## config.mk

```make
export PLATFORM = sky130hd
export DESIGN_NAME = ifetch_unit
export DESIGN_NICKNAME = d
export VERILOG_FILES = /design/src/rtl/ifetch_unit_pkg.sv /design/src/rtl/ifetch_unit_npc_select.sv /design/src/rtl/ifetch_unit.sv
export SDC_FILE = /design/constraint.sdc
export NUM_CORES = 1
export LEC_CHECK = 0
export CORE_UTILIZATION = 35
export CTS_BUF_LIST = sky130_fd_sc_hd__clkbuf_8
export DETAILED_ROUTE_END_ITERATION = 10
export PLACE_DENSITY_LB_ADDON = 0.25
export SYNTH_ARGS = -nofsm -noshare
export SYNTH_HDL_FRONTEND = slang
export SYNTH_SLANG_ARGS = --single-unit
```

## constraint.sdc

```tcl
create_clock -name clock -period 3.1 [get_ports clock]
set_clock_uncertainty 0.2 [all_clocks]
set_input_delay 0.775 -clock clock [delete_from_list [all_inputs] [get_ports clock]]
set_output_delay 0.775 -clock clock [all_outputs]
set_load 0.01 [all_outputs]
```

## src/rtl/ifetch_unit_pkg.sv

```systemverilog
// Shared definitions for the instruction-fetch stage: FSM encoding, default
// parameters and instruction field positions.
package ifetch_unit_pkg;

   localparam int          DEFAULT_PC_WIDTH = 32;
   localparam logic [31:0] DEFAULT_RESET_PC = 32'h0000_0000;

   localparam int OP_MSB     = 31;
   localparam int OP_LSB     = 26;
   localparam int FUNC_MSB   = 5;
   localparam int FUNC_LSB   = 0;
   localparam int TARGET_MSB = 25;
   localparam int TARGET_LSB = 0;

   typedef enum logic [1:0] {
      S_REQ   = 2'b00,
      S_EXEC  = 2'b01,
      S_FAULT = 2'b10
   } state_t;

endpackage

```

## src/rtl/ifetch_unit_npc_select.sv

```systemverilog
// Next-PC priority mux (jr > j/jal > taken branch > pc+4).
// With IFETCH_MISALIGN_TRAP_EN, a misaligned target is flagged; otherwise it is forced to word alignment.
module npc_select
   import ifetch_unit_pkg::*;
#(
   parameter int PC_WIDTH = DEFAULT_PC_WIDTH
) (
   input  logic [PC_WIDTH-1:0]              pc_plus4,
   input  logic [TARGET_MSB-TARGET_LSB:0]   target,
   input  logic                             Branch,
   input  logic                             nBranch,
   input  logic                             Jmp,
   input  logic                             Jal,
   input  logic                             Jr,
   input  logic                             Zero,
   input  logic [PC_WIDTH-1:0]              Addr_result,
   input  logic [PC_WIDTH-1:0]              Read_data_1,
   output logic [PC_WIDTH-1:0]              npc,
   output logic                             misaligned
);

   localparam logic [PC_WIDTH-1:0] ALIGN_MASK = {{(PC_WIDTH-2){1'b1}}, 2'b00};

   logic [PC_WIDTH-1:0] raw_npc;
   logic                taken;

   assign taken = (Branch & Zero) | (nBranch & ~Zero);

   always_comb begin
      raw_npc = pc_plus4;
      if (Jr) begin
         raw_npc = Read_data_1;
      end else if (Jmp | Jal) begin
         raw_npc = {pc_plus4[PC_WIDTH-1:28], target, 2'b00};
      end else if (taken) begin
         raw_npc = Addr_result;
      end
   end

`ifdef IFETCH_MISALIGN_TRAP_EN
   assign npc        = raw_npc;
   assign misaligned = (raw_npc[1:0] != 2'b00);
`else
   assign npc        = raw_npc & ALIGN_MASK;
   assign misaligned = 1'b0;
`endif

endmodule

```

## src/rtl/ifetch_unit.sv

```systemverilog
// Fetch stage of the multi-cycle MIPS core: owns the PC, fetches over a req/ack
// handshake and advances on exec_done. Optional trap: IFETCH_MISALIGN_TRAP_EN.
module ifetch_unit
   import ifetch_unit_pkg::*;
#(
   parameter int                  PC_WIDTH = DEFAULT_PC_WIDTH,
   parameter logic [PC_WIDTH-1:0] RESET_PC = PC_WIDTH'(DEFAULT_RESET_PC)
) (
   input  logic                clock,
   input  logic                rst_n,
   output logic                imem_req,
   output logic [PC_WIDTH-1:0] imem_addr,
   input  logic                imem_ack,
   input  logic [31:0]         imem_rdata,
   input  logic                exec_done,
   input  logic                Branch,
   input  logic                nBranch,
   input  logic                Jmp,
   input  logic                Jal,
   input  logic                Jr,
   input  logic                Zero,
   input  logic [PC_WIDTH-1:0] Addr_result,
   input  logic [PC_WIDTH-1:0] Read_data_1,
   output logic [31:0]         Instruction,
   output logic                inst_valid,
   output logic [PC_WIDTH-1:0] pc,
   output logic [PC_WIDTH-1:0] link_addr,
   output logic                fetch_fault
);

   localparam logic [PC_WIDTH-1:0] PC_STEP = {{(PC_WIDTH-3){1'b0}}, 3'd4};

   state_t              state;
   state_t              next_state;
   logic [PC_WIDTH-1:0] pc_plus4;
   logic [PC_WIDTH-1:0] npc;
   logic                misaligned;
   logic                fetch_load;
   logic                retire;
   logic                fault_enter;

   assign pc_plus4  = pc + PC_STEP;
   assign imem_addr = pc;

   npc_select #(
      .PC_WIDTH (PC_WIDTH)
   ) u_npc_select (
      .pc_plus4    (pc_plus4),
      .target      (Instruction[TARGET_MSB:TARGET_LSB]),
      .Branch      (Branch),
      .nBranch     (nBranch),
      .Jmp         (Jmp),
      .Jal         (Jal),
      .Jr          (Jr),
      .Zero        (Zero),
      .Addr_result (Addr_result),
      .Read_data_1 (Read_data_1),
      .npc         (npc),
      .misaligned  (misaligned)
   );

   always_ff @(posedge clock or negedge rst_n) begin
      if (!rst_n) begin
         state <= S_REQ;
      end else begin
         state <= next_state;
      end
   end

   // imem_req is gated by rst_n so it falls the instant reset asserts, not at the next edge.
   always_comb begin
      next_state  = state;
      imem_req    = 1'b0;
      fetch_load  = 1'b0;
      retire      = 1'b0;
      fault_enter = 1'b0;
      case (state)
         S_REQ: begin
            imem_req = rst_n;
            if (imem_ack) begin
               fetch_load = 1'b1;
               next_state = S_EXEC;
            end
         end
         S_EXEC: begin
            if (exec_done) begin
               if (misaligned) begin
                  fault_enter = 1'b1;
                  next_state  = S_FAULT;
               end else begin
                  retire     = 1'b1;
                  next_state = S_REQ;
               end
            end
         end
         S_FAULT: begin
            next_state = S_FAULT;
         end
         default: begin
            next_state = S_REQ;
         end
      endcase
   end

   always_ff @(posedge clock or negedge rst_n) begin
      if (!rst_n) begin
         pc          <= RESET_PC;
         Instruction <= 32'h0;
         inst_valid  <= 1'b0;
         link_addr   <= '0;
      end else begin
         if (fetch_load) begin
            Instruction <= imem_rdata;
            inst_valid  <= 1'b1;
         end
         if (retire) begin
            pc         <= npc;
            inst_valid <= 1'b0;
            if (Jal) begin
               link_addr <= pc_plus4;
            end
         end
         if (fault_enter) begin
            inst_valid <= 1'b0;
         end
      end
   end

`ifdef IFETCH_MISALIGN_TRAP_EN
   assign fetch_fault = (state == S_FAULT);
`else
   assign fetch_fault = 1'b0;
`endif

endmodule

```

After elaboration in Yosys (flattened, before gate mapping)
Cells that the tools add are included.

word-level totals
  register bits after elaboration = 97
  input bits = 106
  output and inout bits = 131
  word-level logic and storage cells = 32

cells by class
  add/subtract/negate cells = 1
  mux-type cells = 13
  reductions and logical operators = 4
  bitwise logic cells = 5
  equal/unequal tests = 4

operator list
  operator                                       count
  2-to-1 mux 32 bit                              3
  adder 32 x 3 -> 32 bit, second input constant  1
  2-to-1 mux 1 bit                               7
  case mux 2 bit (3 select lines)                1
  2-to-1 mux 2 bit                               2
  inequality test 2 bit, second input constant   2
  AND reduction 2 bit                            2
  bitwise AND 1 bit                              2
  == test 2 x 1 -> 1 bit, second input constant  1
  == test 2 bit, second input constant           1
  logical NOT 2 bit                              1
  OR 1 bit                                       2
  nonzero test 2 bit                             1
  inverter 1 bit                                 1

Depth between registers and ports, before layout
Gate-level depths: netlist of run 1.

  depth in word-level cells = 6
  gate-level depth with buffers = 8
  depth with buffers taken out = 6

Hierarchy
From an unflattened synthesis of run 1, not the netlist that was laid out.

unflattened totals
  cells, all modules = 559
  area, all modules = 5788.1 µm²

by module, submodules not included
  module       instances  cells each  area each (µm²)  seq. area each (µm²)
  ifetch_unit  1          414         4685.7           2477.4
  npc_select   1          145         1102.3           0.0

Least setup slack after synthesis of run 1
Ideal clock, no wire load.

  path type = flip-flop to flip-flop
  start = register pc[2], in the netlist imem_addr[2]
  end = register pc[22], in the netlist imem_addr[22]
  period minus slack after synthesis = 2736 ps
  arrival time = 2414 ps
  setup time = 122 ps
  path buffers = 1
  required time = 2778 ps
  stages on the path, launching flop included = 8
  path slack = 364 ps
  cell sequence = dfrtp_1 -> ha_1 -> nand4_1 -> or4_1 -> buf_2 -> or4_4 -> a31o_1 -> a32o_1

on the way
  word-level cells in the longest chain between the ends = 4

ends and longest elaborated chain
  element                 line                          source
  from (decl)             ifetch_unit.sv:26             output logic [PC_WIDTH-1:0] pc,
  from (signal assigned)  ifetch_unit.sv:117            pc <= npc;
  adder 32 x 3 -> 32 bit  ifetch_unit.sv:42             assign pc_plus4 = pc + PC_STEP;
  2-to-1 mux 32 bit       ifetch_unit_npc_select.sv:35  end else if (taken) begin
  2-to-1 mux 32 bit       ifetch_unit_npc_select.sv:33  end else if (Jmp | Jal) begin
  2-to-1 mux 32 bit       ifetch_unit_npc_select.sv:31  if (Jr) begin

No other way between the ends.
A chain may end at the register's enable or synchronous reset.

Worst setup path after layout of run 1
  start = register pc[3], in the netlist imem_addr[3]
  end = register pc[22], in the netlist imem_addr[22]

The elaborated chain is that of the path after synthesis.

==> results of run 1 <==
-- metrics by stage --
| stage | std cells | util | cell area [µm²] |
|---|---|---|---|
| finish | 952 | 0.540 | 7960 |
| global placement | 936 | 0.525 | 7740 |
| global route | 952 | 0.540 | 7960 |
| detailed placement | 936 | 0.525 | 7740 |
| CTS | 952 | 0.540 | 7960 |
| floorplan | 567 | - | 5390 |
-- final cells by class --
class                           count  area [µm²]
Clock inverter                      6        85.1
Tap cell                          184         230
Fill cell                        1324        6790
Clock buffer                       10         138
Sequential cell                    95        2380
Multi-Input combinational cell    388        2560
Timing Repair Buffer              264        2550
Inverter                            5        18.8
-- worst reg2reg max path, stage by stage, from the launching register on --
cell	delay, ns
dfrtp_1	0.45
ha_1	0.23
nand4_1	0.14
or4_1	0.56
or4_4	0.61
a31o_1	0.24
a32o_1	0.20
-- synthesized netlist by cell type, types with 4 or more instances --
| master | count |
|---|---|
| a21o_1 | 5 |
| a21oi_1 | 16 |
| a221o_1 | 7 |
| a221oi_1 | 11 |
| a31oi_1 | 7 |
| a32o_1 | 6 |
| and2_1 | 4 |
| and3_1 | 5 |
| buf_2 | 5 |
| buf_4 | 37 |
| clkbuf_1 | 33 |
| dfrtp_1 | 95 |
| inv_1 | 5 |
| mux2_2 | 37 |
| nand2_1 | 61 |
| nand2b_1 | 10 |
| nand3_1 | 13 |
| nand4_1 | 5 |
| nor2_1 | 23 |
| nor3_1 | 12 |
| nor4_1 | 8 |
| o21ai_0 | 54 |
| o2bb2ai_1 | 4 |
| o31ai_1 | 9 |
| o41ai_1 | 5 |
| or3_1 | 4 |
| xnor2_1 | 20 |
| xor2_1 | 8 |
-- power groups by stage --
stage,Clock (mW),Combinational (mW),Sequential [mW]
2_1_floorplan,0,0.861,2.08
3_3_place_gp,0,2.22,1.98
3_5_place_dp,0,2.24,2.00
4_1_cts,0.954,2.25,1.98
5_1_grt,1.00,2.39,2.04
6_report,0.931,2.24,1.97
-- state kept, by name (all words and copies together) (netlist names) --
register	cells
state	2
Instruction	32
imem_addr	30
inst_valid	1
link_addr	30
-- final timing paths --
path	endpoint	start	slack (ns)	depth (start not counted)
setup / recovery	imem_addr[22]	imem_addr[3]	0.38	6
hold / removal	Instruction[28]	rst_n	0.17	2
setup reg to reg	imem_addr[22]	imem_addr[3]	0.38	6
hold reg to reg	inst_valid	inst_valid	0.29	1
max in group asynchronous	imem_addr[26]	rst_n	1.23	3
min in group clock	inst_valid	inst_valid	0.29	1
-- routing by layer --
| layer | vias up | wire length (µm) | part of all wire |
|---|---|---|---|
| met3 | 19 | 1050 | 0.057 |
| met1 | 2498 | 8210 | 0.45 |
| met5 | - | 0 | 0 |
| met2 | 183 | 8800 | 0.48 |
| li1 | 2399 | - | - |
| met4 | 0 | 296 | 0.016 |
-- layout by cell type, fill, tap and decap left out, drive strengths merged, types with 14 or more instances in the layout --
master and instances:
buf 40, o21ai 54, a21oi 16, mux2 37, xnor2 20, nor2 23, nand3 14, dfrtp 95
nand2 61, clkdlybuf4s50 224
-- logic make-up after synthesis --
| group | share of synthesized area |
|---|---|
| other | 0.000699 |
| multiplexers | 0.0795 |
| buffers and inverters | 0.0861 |
| flip-flops | 0.443 |
| AO/OA/AOI/OAI | 0.189 |
| adder cells (fa/ha/maj) | 0.00233 |
| XOR/XNOR | 0.0457 |
| AND/OR/NAND/NOR | 0.154 |
==> impl_metrics.json, run 1 <==
{
  "status": "completed",
  "end_kind": "flop",
  "grt_busiest_layer": "met2",
  "vias_per_cell": 5.36,
  "routedWlPerCell_um": 19.3,
  "die_area_um2": 15800,
  "cp.buffers_inverters": 0,
  "synth_top_area_share": 0.443,
  "clk_pin_slew_worst_paths_ns": 0.10,
  "slew_violations": 0,
  "tritoncts": "yes",
  "grt_pass1_wl_mm": 28.6,
  "first_iter_violations": 297,
  "core_um2": 14800,
  "met2_usage": 0.376,
  "worstSetupPathType": "reg2reg",
  "worst_skew_pair.late_latency_ns": 0.38,
  "power.internal_mw": 3.38,
  "yosysTopAreaCell": "dfrtp_1",
  "grt_remaining_overflow": 0,
  "vias": 5099,
  "ios": 237,
  "cts_resized": 0,
  "synth_cell_types": 60,
  "grt_start_max_net_pins": 73,
  "fin_crit_ns": 2.72,
  "final_net_count": 870,
  "cts.sinks": 95,
  "worst-path-max-fanout": 6,
  "area_growth_syn_to_layout_pct": 48.4,
  "postRouteAntennaNets": 0,
  "ir_worst_vdd_v": 0.000340,
  "yosysWarnings": 0,
  "die_w_um": 126,
  "hp-class": "in2async",
  "p_total_mw": 5.14,
  "finalCritPeriodShare": 0.878,
  "dpl.hpwl_mm": 14.3,
  "start_util": 0.364,
  "place_ws_ns": 0.0491,
  "tns_ns": 0,
  "power_switching_mw": 1.76,
  "holdBufCountCts": 0,
  "io_buffers": 225,
  "arrival_ns": 2.79,
  "gp_congestion": 0.850,
  "synthCells": 561,
  "syn-mean-instance-area_um2": 9.56,
  "drive_gt1_frac": 0.138,
  "async_reset_ff_frac": 1.00,
  "p_seq_frac": 0.384,
  "htree_levels": 3,
  "worstPathCellList": "ha_1 -> nand4_1 -> or4_1 -> or4_4 -> a31o_1 -> a32o_1",
  "use_met1": 0.320,
  "slowest_delay_ns": 0.61,
  "grt_usage": 0.235,
  "p_per_area_nw_per_um2": 646,
  "fmax_ghz": 0.368,
  "routed_wl_mm": 18.4,
  "drc": 0,
  "p_sw_frac": 0.343,
  "critPathRequiredTime_ns": 3.17,
  "die-height_um": 126,
  "critPathTopFamily": "simple AND/OR/NAND/NOR gates",
  "ys.flop_type": "dfrtp_1",
  "cp_slowest_cell": "or4_4",
  "clkPwrFrac": 0.181,
  "worst_pin_slew_ns": 0.967,
  "p_comb_frac": 0.435,
  "synth_area_um2": 5360,
  "synthTopCellsByArea": "dfrtp_1, mux2_2, buf_4, o21ai_0, nand2_1",
  "n_antenna_cell": 0,
  "antenna_found_initial": 0,
  "ys_ff_latch": 95,
  "first_pass_iters": 4,
  "relSlewSlack": 0.356,
  "postCtsSetupBuffers": 0,
  "root_buffer": "clkbuf_8",
  "synth_edf_count": 0,
  "rows": 44,
  "max-cap-violations": 0,
  "start_kind": "flop",
  "synth_seq_area_share": 0.443,
  "finalHoldViolCount": 0,
  "cts_buffer_depth": 2,
  "grt_pass1_vias": 4939,
  "met3_usage": 0.0429,
  "rsz0062_at_grt": "no",
  "leakage_nw": 3.14,
  "cts_buffers": 9,
  "fin_ws_ns": 0.379,
  "finalSetupViolCount": 0,
  "holdWs_ns": 0.172
}
Note: power is estimated with default switching activity, not from simulation.
==> inputs of run 2 (changes only) <==
--- a/config.mk
+++ b/config.mk
@@ -5,6 +5,8 @@
 export SDC_FILE = /design/constraint.sdc
 export NUM_CORES = 1
 export LEC_CHECK = 0
+export ABC_AREA = 0
+export CORE_MARGIN = 8
 export CORE_UTILIZATION = 35
 export CTS_BUF_LIST = sky130_fd_sc_hd__clkbuf_8
 export DETAILED_ROUTE_END_ITERATION = 10
==> run 2 against run 1 <==
Design area barely moved. Power is 1.7% lower. Non-clock buffer count up 1. Critical path type unchanged. Worst hold slack hardly changed. Routed wire length grew 9.5%. Largest cell class is now buffers. Critical endpoint unchanged. First-iteration DRC count grew 19%. Fmax decreased by 0.51%. Register-to-register slack barely moved.
==> impl_metrics.json, run 2 (synthesis gave the netlist of run 1 again) <==
{
  "worstPathCellList": "ha_1 -> nand4_1 -> or4_1 -> or4_4 -> a31o_1 -> a32o_1",
  "slowest_delay_ns": 0.61,
  "critPathTopFamily": "simple AND/OR/NAND/NOR gates",
  "p_per_area_nw_per_um2": 635,
  "routedWlPerCell_um": 21.0,
  "root_buffer": "clkbuf_8",
  "cts_buffers": 9,
  "finalHoldViolCount": 0,
  "fin_util": 0.527,
  "cp_slowest_cell": "or4_4",
  "dpl.hpwl_mm": 15.8,
  "holdBufCountCts": 0,
  "core_um2": 15100,
  "io_buffers": 225,
  "final_common_cell": "clkdlybuf4s50_1",
  "die_area_um2": 19500,
  "end_kind": "flop",
  "layout_common_cells": "clkdlybuf4s50_1, dfrtp_1, nand2_1",
  "drc": 0,
  "fmax_ghz": 0.366,
  "finalSetupViolCount": 0,
  "critPathRequiredTime_ns": 3.19,
  "drive_gt1_frac": 0.139,
  "vias": 5121,
  "tns_ns": 0,
  "worst_pin_slew_ns": 0.899,
  "die-height_um": 140,
  "routed_wl_mm": 20.1,
  "area_growth_syn_to_layout_pct": 48.4,
  "leakage_nw": 3.13,
  "max_flop_register": "Instruction",
  "cts_resized": 0,
  "gp_congestion": 0.880,
  "final_net_count": 871,
  "first_iter_violations": 354,
  "finalCritPeriodShare": 0.882,
  "relSlewSlack": 0.401,
  "arrival_ns": 2.82,
  "rsz0062_at_grt": "no",
  "grt_remaining_overflow": 0,
  "holdWs_ns": 0.172,
  "rows": 45,
  "worst_skew_pair.late_latency_ns": 0.40,
  "worstSetupPathType": "reg2reg",
  "largest_register_ffs": 32,
  "clk_pin_slew_worst_paths_ns": 0.10,
  "postCtsSetupBuffers": 0,
  "cts.sinks": 95,
  "max-cap-violations": 0,
  "hp-class": "in2async",
  "htree_levels": 3,
  "status": "completed",
  "slew_violations": 0,
  "ir_worst_vdd_v": 0.000334,
  "cts_buffer_depth": 2,
  "grt_pass1_vias": 5401,
  "start_kind": "flop",
  "r2r_slack_ns": 0.37,
  "ios": 237,
  "grt_pass1_wl_mm": 31.5,
  "tritoncts": "yes",
  "antenna_found_initial": 0,
  "first_pass_iters": 7,
  "grt_usage": 0.205,
  "grt_start_max_net_pins": 69,
  "die_w_um": 140,
  "postRouteAntennaNets": 0,
  "n_antenna_cell": 0,
  "vias_per_cell": 5.35,
  "start_util": 0.355,
  "cp.buffers_inverters": 0,
  "num-fill-cells": 1373,
  "worst-path-max-fanout": 6,
  "fin_crit_ns": 2.73
}
==> run 2: cell count changes in the layout (fill, tap and decap cells not counted), sizes merged <==
cell | before | now
buf | 40 | 41
bufinv | 2 | 0
clkbuf | 10 | 11
clkinvlp | 1 | 3
inv | 6 | 5
==> run 2: final timing paths <==
| path | startpoint | end | cells after the start |
|---|---|---|---|
| max | imem_addr[3] | imem_addr[22] | 6 |
| min | rst_n | state[1] | 2 |
| max reg2reg | imem_addr[3] | imem_addr[22] | 6 |
| min reg2reg | inst_valid | inst_valid | 1 |
| max in group asynchronous | rst_n | imem_addr[3] | 3 |
| min in group clock | inst_valid | inst_valid | 1 |
==> run 2: per-stage QoR <==
| stage | cells | power, mW | worst slack [ns] | cell area [µm²] |
|---|---|---|---|---|
| finish | 957 | 5.05 | 0.366 | 7960 |
| global route | 957 | 5.36 | 0.291 | 7960 |
| CTS | 957 | 5.10 | 0.390 | 7960 |
| detailed placement | 941 | 4.29 | 0.116 | 7770 |
| global placement | 941 | 4.24 | 0.129 | 7770 |
| floorplan | 567 | 2.94 | 0.364 | 5390 |
==> run 2: layer usage <==
layer | wire [µm] | global-route usage | share of wire
met3 | 1550 | 0.0547 | 0.077
met4 | 325 | 0.0640 | 0.016
met2 | 9700 | 0.337 | 0.48
met5 | 0 | 0 | 0
met1 | 8530 | 0.257 | 0.42
==> run 2: final cells by class <==
type | count | area [µm²] | area share
timing repair buffer | 265 | 2590 | 0.325
multi-input combinational | 388 | 2550 | 0.321
sequential | 95 | 2380 | 0.299
tap | 188 | 235 | 0.0296
clock buffer | 11 | 151 | 0.0190
clock inverter | 5 | 32.5 | 0.00409
inverter | 5 | 18.8 | 0.00236
==> run 2: where the power goes <==
group          total (mW)  switching (mW)  internal [mW]  leakage (nW)
clock               0.808           0.475          0.333        0.0873
sequential           1.98           0.389           1.59          1.15
combinational        2.26           0.951           1.31          1.89
total                5.05            1.82           3.24          3.13
==> inputs of run 3 (changes only) <==
--- a/config.mk
+++ b/config.mk
@@ -7,7 +7,7 @@
 export LEC_CHECK = 0
 export ABC_AREA = 0
 export CORE_MARGIN = 8
-export CORE_UTILIZATION = 35
+export CORE_UTILIZATION = 40
 export CTS_BUF_LIST = sky130_fd_sc_hd__clkbuf_8
 export DETAILED_ROUTE_END_ITERATION = 10
 export PLACE_DENSITY_LB_ADDON = 0.25
==> run 3 against run 2 <==
Combinational power barely moved. Register-to-register slack is essentially flat. Core utilization rose by 7.5 points. Via count increased by 1.0%. Critical path depth stayed put. Clock power is 18% higher. First-iteration DRC count shrank 10%. Critical endpoint unchanged.
==> impl_metrics.json, run 3 (synthesis gave the netlist of run 1 again) <==
{
  "finalCritPeriodShare": 0.884,
  "die_area_um2": 17400,
  "wl_met3_mm": 1.75,
  "postRouteAntennaNets": 0,
  "leakage_nw": 3.13,
  "dpl.hpwl_mm": 15.4,
  "cts_buffers": 9,
  "cp.buffers_inverters": 0,
  "p_sw_frac": 0.347,
  "cts_buffer_depth": 2,
  "root_buffer": "clkbuf_8",
  "cts.sinks": 95,
  "slew_violations": 0,
  "worst-path-max-fanout": 6,
  "core_um2": 13200,
  "gp_congestion": 0.862,
  "worst_pin_slew_ns": 0.842,
  "rsz0062_at_grt": "no",
  "ios": 237,
  "relSlewSlack": 0.439,
  "max-cap-violations": 0,
  "ff2ff_path_depth": 6,
  "die_w_um": 132,
  "routedWlPerCell_um": 20.7,
  "io_buffers": 225,
  "holdWs_ns": 0.219,
  "critPathRequiredTime_ns": 3.17,
  "clkPwrFrac": 0.183,
  "place_ws_ns": 0.0434,
  "layout.cells.non_filler": 944,
  "worstSetupPathType": "reg2reg",
  "start_kind": "flop",
  "hp-class": "in2async",
  "die-height_um": 132,
  "max_flop_register": "Instruction",
  "p_total_mw": 5.17,
  "vias": 5173,
  "grt_start_max_net_pins": 65,
  "cts_resized": 0,
  "postCtsSetupBuffers": 0,
  "final_net_count": 869,
  "rows": 42,
  "largest_register_ffs": 32,
  "ir_worst_vdd_v": 0.000302,
  "routed_wl_mm": 19.5,
  "finalSetupViolCount": 0,
  "top_layer_used": "met4",
  "dpl.cell_count": 927,
  "power_switching_mw": 1.80,
  "area_growth_syn_to_layout_pct": 48.2,
  "drive_gt1_frac": 0.136,
  "wl_met2_mm": 9.31,
  "drc": 0,
  "fin_ws_ns": 0.359,
  "p_per_area_nw_per_um2": 651,
  "grt_pass1_wl_mm": 30.4,
  "first_iter_violations": 318,
  "worst_skew_pair.late_latency_ns": 0.38,
  "p_seq_frac": 0.381,
  "status": "completed",
  "final_common_cell": "clkdlybuf4s50_1",
  "start_util": 0.407,
  "cp_slowest_cell": "or4_4",
  "holdBufCountCts": 0,
  "fin_crit_ns": 2.74,
  "cp.depth": 6,
  "slowest_delay_ns": 0.60,
  "grt_remaining_overflow": 0,
  "power.internal_mw": 3.38,
  "tns_ns": 0,
  "clk_pin_slew_worst_paths_ns": 0.10,
  "arrival_ns": 2.81,
  "antenna_found_initial": 1,
  "critPathTopFamily": "simple AND/OR/NAND/NOR gates",
  "tritoncts": "yes",
  "htree_levels": 3,
  "grt_usage": 0.222,
  "worstPathCellList": "ha_1 -> nand4_1 -> or4_1 -> or4_4 -> a31o_1 -> a32o_1",
  "vias_per_cell": 5.48,
  "end_kind": "flop",
  "first_pass_iters": 7,
  "wl_met1_mm": 8.07,
  "grt_pass1_vias": 5202,
  "layout_common_cells": "clkdlybuf4s50_1, dfrtp_1, nand2_1",
  "p_comb_frac": 0.435,
  "finalHoldViolCount": 0,
  "fmax_ghz": 0.365
}
[run 3: cell count changes in the layout (fill, tap and decap cells not counted), sizes merged]
cell      previous run  this run
buf                 41        39
bufinv               0         2
clkbuf              11        10
clkinv               2         3
clkinvlp             3         1
diode                0         1
[run 3: path summary, 6_finish.rpt]
path / from / to / slack (ns)
min in group clock: link_addr[6] / link_addr[6] / 0.28
hold / removal: rst_n / Instruction[1] / 0.22
setup / recovery: imem_addr[3] / imem_addr[22] / 0.36
hold reg to reg: link_addr[6] / link_addr[6] / 0.28
max in group asynchronous: rst_n / link_addr[4] / 1.27
setup reg to reg: imem_addr[3] / imem_addr[22] / 0.36
[run 3: area by class of cell]
class / instances / area [µm²]
Clock buffer: 10 / 138
Inverter: 5 / 18.8
Timing Repair Buffer: 263 / 2550
Sequential cell: 95 / 2380
Clock inverter: 6 / 93.8
Fill cell: 1194 / 5240
Tap cell: 176 / 220
Multi-Input combinational cell: 388 / 2550
Antenna cell: 1 / 2.50
[run 3: worst register-to-register path, delay by kind of cell, from the launching register on]
kind                       cells  cell delay (ns)
AOI/OAI and AO/OA              2             0.44
DFF                            1             0.48
adders and majority gates      1             0.21
and+or+nand+nor                3             1.31
[run 3: routing by layer]
| layer | vias to the layer above | global-route usage |
|---|---|---|
| li1 | 2411 | - |
| met1 | 2518 | 0.280 |
| met2 | 221 | 0.358 |
| met3 | 23 | 0.0652 |
| met4 | 0 | 0.0715 |
| met5 | - | 0 |
[run 3: metrics by stage]
stage	area [µm²]	util
2_1_floorplan	5390	-
3_5_place_dp	7720	0.585
3_3_place_gp	7720	0.585
4_1_cts	7950	0.603
5_1_grt	7950	0.603
6_report	7950	0.603
[run 3: power by group through the flow]
stage	clock, mW	combinational [mW]	sequential, mW
2_1_floorplan	0	0.861	2.08
3_3_place_gp	0	2.25	1.98
3_5_place_dp	0	2.27	2.00
4_1_cts	0.968	2.28	1.97
5_1_grt	1.02	2.41	2.03
6_report	0.950	2.25	1.97
